<file path="config.mk">
export PLATFORM = sky130hd
export DESIGN_NAME = rom_day4_scanner
export DESIGN_NICKNAME = d
export VERILOG_FILES = /design/src/rtl/rom_day4_scanner.sv
export SDC_FILE = /design/constraint.sdc
export NUM_CORES = 1
export LEC_CHECK = 0
export CAP_MARGIN = 5
export CORE_ASPECT_RATIO = 1.75
export CORE_UTILIZATION = 50
export CTS_CLUSTER_SIZE = 30
export DETAILED_ROUTE_END_ITERATION = 10
export HOLD_SLACK_MARGIN = 0.15
export PLACE_DENSITY_LB_ADDON = 0.12
export SLEW_MARGIN = 15
export SYNTH_ARGS = -nofsm -noshare
export SYNTH_HDL_FRONTEND = slang
export SYNTH_SLANG_ARGS = --single-unit
</file>
<file path="constraint.sdc">
create_clock -name clk -period 5.4 [get_ports clk]
set_clock_uncertainty 0.05 [all_clocks]
set_input_delay 1.35 -clock clk [delete_from_list [all_inputs] [get_ports clk]]
set_output_delay 1.35 -clock clk [all_outputs]
set_load 0.1 [all_outputs]
</file>
<file path="src/rtl/rom_day4_scanner.sv">
// Sweeps the Day 4 flag ROM once per start and accumulates the popcount of every word.
// Optional macro ROM_SCAN_POPCNT_PIPE_EN registers the popcount (extra valid stage v2).
module rom_day4_scanner #(
    parameter int unsigned WIDTH  = 32,
    parameter int unsigned DEPTH  = 12224,
    parameter int unsigned ADDR_W = 14,
    parameter int unsigned SUM_W  = 20
) (
    input  logic              clk,
    input  logic              rst,
    input  logic              start,
    output logic [ADDR_W-1:0] rom_addr,
    input  logic [WIDTH-1:0]  rom_data,
    output logic              busy,
    output logic              done,
    output logic [SUM_W-1:0]  total
);

    typedef enum logic [1:0] {IDLE, RUN, DRAIN, DONE} state_t;

    localparam logic [ADDR_W-1:0] LAST_ADDR = ADDR_W'(DEPTH - 1);

    state_t             state;
    state_t             state_next;
    logic               v1;
    logic               issue_c;
    logic               start_ok_c;
    logic               drain_clear_c;
    logic               acc_en_c;
    logic [SUM_W-1:0]   acc_val_c;
    logic [SUM_W-1:0]   pop_c;

    // Full-width population count, zero-extended to the accumulator width.
    function automatic logic [SUM_W-1:0] popcount(input logic [WIDTH-1:0] d);
        logic [SUM_W-1:0] c;
        c = '0;
        for (int i = 0; i < int'(WIDTH); i++) begin
            c = c + SUM_W'(d[i]);
        end
        return c;
    endfunction

    assign pop_c = popcount(rom_data);

`ifdef ROM_SCAN_POPCNT_PIPE_EN
    logic             v2;
    logic [SUM_W-1:0] pop_q;

    // Registered popcount stage; v2 follows v1 by one cycle.
    always_ff @(posedge clk or posedge rst) begin
        if (rst) begin
            v2    <= 1'b0;
            pop_q <= '0;
        end else begin
            v2    <= v1;
            pop_q <= pop_c;
        end
    end

    assign acc_en_c      = v2;
    assign acc_val_c     = pop_q;
    // In DRAIN nothing new is issued, so only v1 can still refill v2.
    assign drain_clear_c = ~v1;
`else
    assign acc_en_c      = v1;
    assign acc_val_c     = pop_c;
    // v1 is the only stage and always retires on this edge in DRAIN.
    assign drain_clear_c = 1'b1;
`endif

    // Next-state and per-cycle control.
    always_comb begin
        state_next = state;
        issue_c    = 1'b0;
        start_ok_c = 1'b0;
        case (state)
            IDLE, DONE: begin
                if (start) begin
                    start_ok_c = 1'b1;
                    state_next = RUN;
                end
            end
            RUN: begin
                issue_c = 1'b1;
                if (rom_addr == LAST_ADDR) begin
                    state_next = DRAIN;
                end
            end
            DRAIN: begin
                if (drain_clear_c) begin
                    state_next = DONE;
                end
            end
            default: state_next = IDLE;
        endcase
    end

    // State, address, flags and accumulator registers.
    always_ff @(posedge clk or posedge rst) begin
        if (rst) begin
            state    <= IDLE;
            rom_addr <= '0;
            busy     <= 1'b0;
            done     <= 1'b0;
            total    <= '0;
            v1       <= 1'b0;
        end else begin
            state <= state_next;
            busy  <= (state_next == RUN) || (state_next == DRAIN);
            done  <= (state_next == DONE);
            v1    <= issue_c;
            if (start_ok_c) begin
                rom_addr <= '0;
            end else if (issue_c && (rom_addr != LAST_ADDR)) begin
                rom_addr <= rom_addr + ADDR_W'(1);
            end
            if (start_ok_c) begin
                total <= '0;
            end else if (acc_en_c) begin
                total <= total + acc_val_c;
            end
        end
    end

endmodule

</file>
# --- Yosys cells after proc, flatten, opt, wreduce, memory -nomap -nowiden ---
# Index checks and enable logic that the tools add are counted.
word_totals:
  ff_bits: 39
  output_inout_bits: 36
  elab_cells: 63
classes:
  n_addsub: 33
  n_eq_ne: 8
  mux: 10
  n_reduce_logical: 6
ops:
  columns: ["cell", "count"]
  rows:
  - ["20-bit by 1-bit adder with 20-bit output", 12]
  - ["20-bit two-way mux", 2]
  - ["14-bit two-way mux", 2]
  - ["19-bit by 1-bit adder with 20-bit output", 1]
  - ["20-bit adder", 1]
  - ["18-bit by 1-bit adder with 19-bit output", 1]
  - ["17-bit by 1-bit adder with 18-bit output", 1]
  - ["16-bit by 1-bit adder with 17-bit output", 1]
  - ["15-bit by 1-bit adder with 16-bit output", 1]
  - ["14-bit by 1-bit adder with 15-bit output", 1]
  - ["13-bit by 1-bit adder with 14-bit output", 1]
  - ["14-bit by 1-bit adder with 14-bit output, second input constant", 1]
  - ["14-bit equality test, second input constant", 1]
  - ["14-bit != test, second input constant", 1]
  - ["12-bit by 1-bit adder with 13-bit output", 1]
  - ["11-bit by 1-bit adder with 12-bit output", 1]
  - ["10-bit by 1-bit adder with 11-bit output", 1]
  - ["9-bit by 1-bit adder with 10-bit output", 1]
  - ["8-bit by 1-bit adder with 9-bit output", 1]
  - ["7-bit by 1-bit adder with 8-bit output", 1]
  - ["2-bit equality test, second input constant", 4]
  - ["6-bit by 1-bit adder with 7-bit output", 1]
  - ["5-bit by 1-bit adder with 6-bit output", 1]
  - ["2-bit case mux with 3 select lines", 1]
  - ["12 further kinds", 17]

# --- Longest topological paths before layout ---
depth:
  depth_word: 34
  ltp_mapped: 16
  mapped_depth_nobuf: 16

# --- Least setup slack after synthesis ---
# Ideal clock, no wire load.
synth_path:
  path_type: "input port to flip-flop"
  from: "input port rom_data[0]"
  to: "register total[14]"
  setup_time_ps: 69
  arrival_ps: 6128
  t_required_ps: 5281
  slack_ps: -847
  stages: 14
  cell_sequence: "fa_1 > inv_1 > fa_1 > fa_1 > fa_1 > fa_1 > fa_1 > fa_1 > fa_1 > nor2b_1 > o31a_1 > o21ai_1 > or4_1 > nand2_1"
synth_between:
  elab_chain_len: 34
synth_rtl:
  columns: ["item", "line", "source"]
  rows:
  - ["from (decl)", "13", "input logic [WIDTH-1:0] rom_data,"]
  - ["1-bit by 1-bit adder with 2-bit output", "38", "c = c + SUM_W'(d[i]);"]
  - ["2-bit by 1-bit adder with 3-bit output", "38", null]
  - ["3-bit by 1-bit adder with 4-bit output", "38", null]
  - ["4-bit by 1-bit adder with 5-bit output", "38", null]
  - ["5-bit by 1-bit adder with 6-bit output", "38", null]
  - ["6-bit by 1-bit adder with 7-bit output", "38", null]
  - ["7-bit by 1-bit adder with 8-bit output", "38", null]
  - ["8-bit by 1-bit adder with 9-bit output", "38", null]
  - ["[7 not listed]", null, null]
  - ["16-bit by 1-bit adder with 17-bit output", "38", null]
  - ["17-bit by 1-bit adder with 18-bit output", "38", null]
  - ["18-bit by 1-bit adder with 19-bit output", "38", null]
  - ["19-bit by 1-bit adder with 20-bit output", "38", null]
  - ["20-bit by 1-bit adder with 20-bit output (12 in a row)", "38", null]
  - ["20-bit adder", "120", "total <= total + acc_val_c;"]
  - ["20-bit two-way mux", "119", "end else if (acc_en_c) begin"]
  - ["20-bit two-way mux", "117", "if (start_ok_c) begin"]
  - ["to (signal assigned)", "120", null]
  - ["to (decl)", "16", "output logic [SUM_W-1:0] total"]
# No other way between the ends. The select of a mux whose other input is x is not followed.
# A chain may end at the register's enable or synchronous reset.

# --- Worst setup path after layout ---
layout_path:
  from: "input port rom_data[15]"
  to: "register total[9]"
layout_between:
  elab_chain_len: 20
layout_rtl:
  columns: ["item", "line"]
  rows:
  - ["15-bit by 1-bit adder with 16-bit output", "38"]
  - ["16-bit by 1-bit adder with 17-bit output", "38"]
  - ["17-bit by 1-bit adder with 18-bit output", "38"]
  - ["18-bit by 1-bit adder with 19-bit output", "38"]
  - ["19-bit by 1-bit adder with 20-bit output", "38"]
  - ["20-bit by 1-bit adder with 20-bit output (12 in a row)", "38"]
  - ["20-bit adder", "120"]
  - ["20-bit two-way mux", "119"]
  - ["20-bit two-way mux", "117"]
# No other way between the ends. The select of a mux whose other input is x is not followed.

==> results.md <==
- Slew HR: 0.337
- Clk_lat worst skew: 0.29 ns
- Vias: 2,460
- Syn Area/Cell: 9.78 sq um
- CP Cell Sequence: buf_6 -> fa_1 -> inv_2 -> fa_2 -> fa_1 -> fa_1 -> fa_1 -> fa_1 -> fa_2 -> buf_4 -> buf_6 -> nor2b_4 -> o31a_1 -> o211ai_1 -> buf_4 -> or3_4 -> a21oi_2
- I/O pin count: 71
- #FFs+latches synth: 39
- Cell area after synthesis: 2920 sq um
- Slowest-stage cell, CP: fa_1
- CP startpoint kind: input port
- Proportion of layout cells with a drive suffix above 1: 0.176
- Syn Nets: 379
- Netlist cell types: 43
- Worst Path Arrival: 6.26 ns
- N_diodes: 0
- Cells after synthesis: 299
- Failing checks: negative setup slack
- Fillers: 463
- Design area: 4000 sq um
- Detailed placement HPWL: 5130 um
- Max-slew violation count: 0
- Initial antenna violation count: 0
- Clock transition at the registers of the reported paths: 0.07 ns
- Avg WL per Cell: 14.3 um
- Fin. Hold Viols: 0
- Top_reg_cell synth: dfrtp_1
- Commonest non-fill, non-tap cells in the layout: clkdlybuf4s50_1, inv_1, dfrtp_1
- Nets@finish: 472
- Asr flop ratio synth: 1.00
- Die Height: 103 um
- ANT nets after route: 0
- Max frequency: 164 MHz
- Clk buf depth: 2
- Placed inst area: 3800 sq um
- Initial DRC count: 35
- Most common cell after layout, fill and taps aside: clkdlybuf4s50_1
- Die W: 59.8 um
- Period utilisation layout: 1.13
- Final WL: 6690 um
- Worst setup margin: -0.687 ns
- Total CTS buffers: 5
- Overall Global Routing Usage: 0.237
- Footprint of the multi-input gates: 1800 sq um
- Post-Layout Cell Count: 469
- Slew @ Worst Pin: 0.992 ns
- Initial Util: 0.524
- H-tree levels: 2
- DR pass1 iterations: 4
- Crit path max fanout: 5
- Core area: 5590 sq um
- Largest net degree at the start of global routing: 40
- Worst path max stage delay: 0.54 ns
- Global-route wire length before repair: 10,900 um
- Post-Route Utilization: 0.717
- Row count: 36
- CTS tree: built
- # DRC: 0
- Worst hold path type: flop to flop
- Crit path max-delay family: adder cells
- CP most frequent cell: fa_1
- RSZ-0062 raised after global routing: true
- Clk root buf: clkbuf_8
- Clock sink total: 39
- Max_cap viols: 0
- Total grt overflow: 0
- Worst EP required: 5.57 ns
- Inst Count DP: 454
- WS Path Type: input port to flop
- Final Setup Violations: 19
- Outcome: complete, but fails checks
- Setup TNS: -9.80 ns
- Post-synth EDFFs: 0
- Nature of the critical path endpoint: flop
- Seq/Total Area, Yosys: 0.334
- RD Place Congestion: 0.844
- Die ar.: 6170 sq um
- Sequential cell area: 976 sq um
- Vias in the first global route: 2,492
- Min Tclk post-route: 6.09 ns
- Area Overhead vs Synth: 36.9%
- IO Port Bufs: 70
- Synth warnings: 0
- Worst Path Buf+Inv: 5
- DR vias/cell: 5.25
==> Yosys cell counts (2+ instances only) <==
cell,count,area [sq um]
nand4_1,5,31.3
o31ai_1,2,15.0
or4_1,4,30.0
and3_1,3,18.8
a31oi_1,2,12.5
or3_1,8,50.1
nor4_1,2,12.5
nand3_1,8,40.0
nor2_1,30,113
o21ai_1,3,15.0
inv_1,47,176
nor3b_1,2,15.0
ha_1,19,238
o21a_1,2,15.0
nand2_1,19,71.3
a211oi_1,4,30.0
fa_1,26,521
dfrtp_1,39,976
nor2b_1,3,18.8
xor2_1,15,131
clkbuf_8,2,27.5
a21oi_1,12,60.1
o21ai_0,9,45.0
buf_2,2,10.0
clkbuf_1,2,7.51
o211ai_1,10,75.1
nor4b_1,2,17.5
o31a_1,2,17.5
==> routing by layer <==
metal / wire, um / track usage
met1: 2530 / 0.252
met2: 3720 / 0.456
met3: 254 / 0.0263
met4: 172 / 0.0930
met5: 0 / 0
==> cell families after synthesis <==
kind of cell | synth area share
muxes | 0.00342
buffers and inverters | 0.0796
DFF | 0.334
AOI/OAI and AO/OA | 0.106
adders and majority gates | 0.259
and+or+nand+nor | 0.170
xor gates and xnor gates | 0.0479
==> area by class of cell <==
| type | instances | share of cell area |
|---|---|---|
| clock buffers | 6 | 0.0206 |
| clock inverters | 2 | 0.00875 |
| inverters | 47 | 0.0441 |
| multi-input cells | 206 | 0.449 |
| flip-flops and latches | 39 | 0.244 |
| well taps | 76 | 0.0238 |
| repair buffers | 93 | 0.210 |
==> path summary, 6_finish.rpt <==
kind,start,endpoint,slack (ns),depth (start not counted)
max in group asynchronous,rst,total[12],3.52,3
worst min-delay path,total[19],total[19],0.52,2
worst max-delay path,rom_data[15],total[9],-0.69,17
worst min register to register,total[19],total[19],0.52,2
min in group asynchronous,rst,rom_addr[13],1.43,3
worst max register to register,total[0],total[9],0.56,15
==> state kept, by name (all words and copies together), names as in the netlist <==
signal / cells
total: 20
rom_addr: 14
state: 2
acc_en_c: 1
busy: 1
done: 1
==> metrics by stage <==
stage	hold slack, ns	setup slack [ns]
2_1_floorplan	0.505	-0.738
3_3_place_gp	0.494	-1.29
3_5_place_dp	0.499	-1.37
4_1_cts	0.523	-0.681
5_1_grt	0.555	-0.844
6_report	0.516	-0.687
==> repair_timing <==
item / in CTS / in global routing
endpoints found under the setup margin: 20 / 19
resized for setup: 70 / 8
pin swaps: 40 / 21
buffers inserted: 6 / 2
hold buffers: 0 / 0
==> tightest hold or removal path: stages, from the launching register on <==
cell and delay, ns:
dfrtp_1 0.36, or3_1 0.11, a21oi_1 0.06
Power is left out: the tool's default activity adds up to more than one toggle a clock period on the data nets, which glitch-free logic cannot reach.
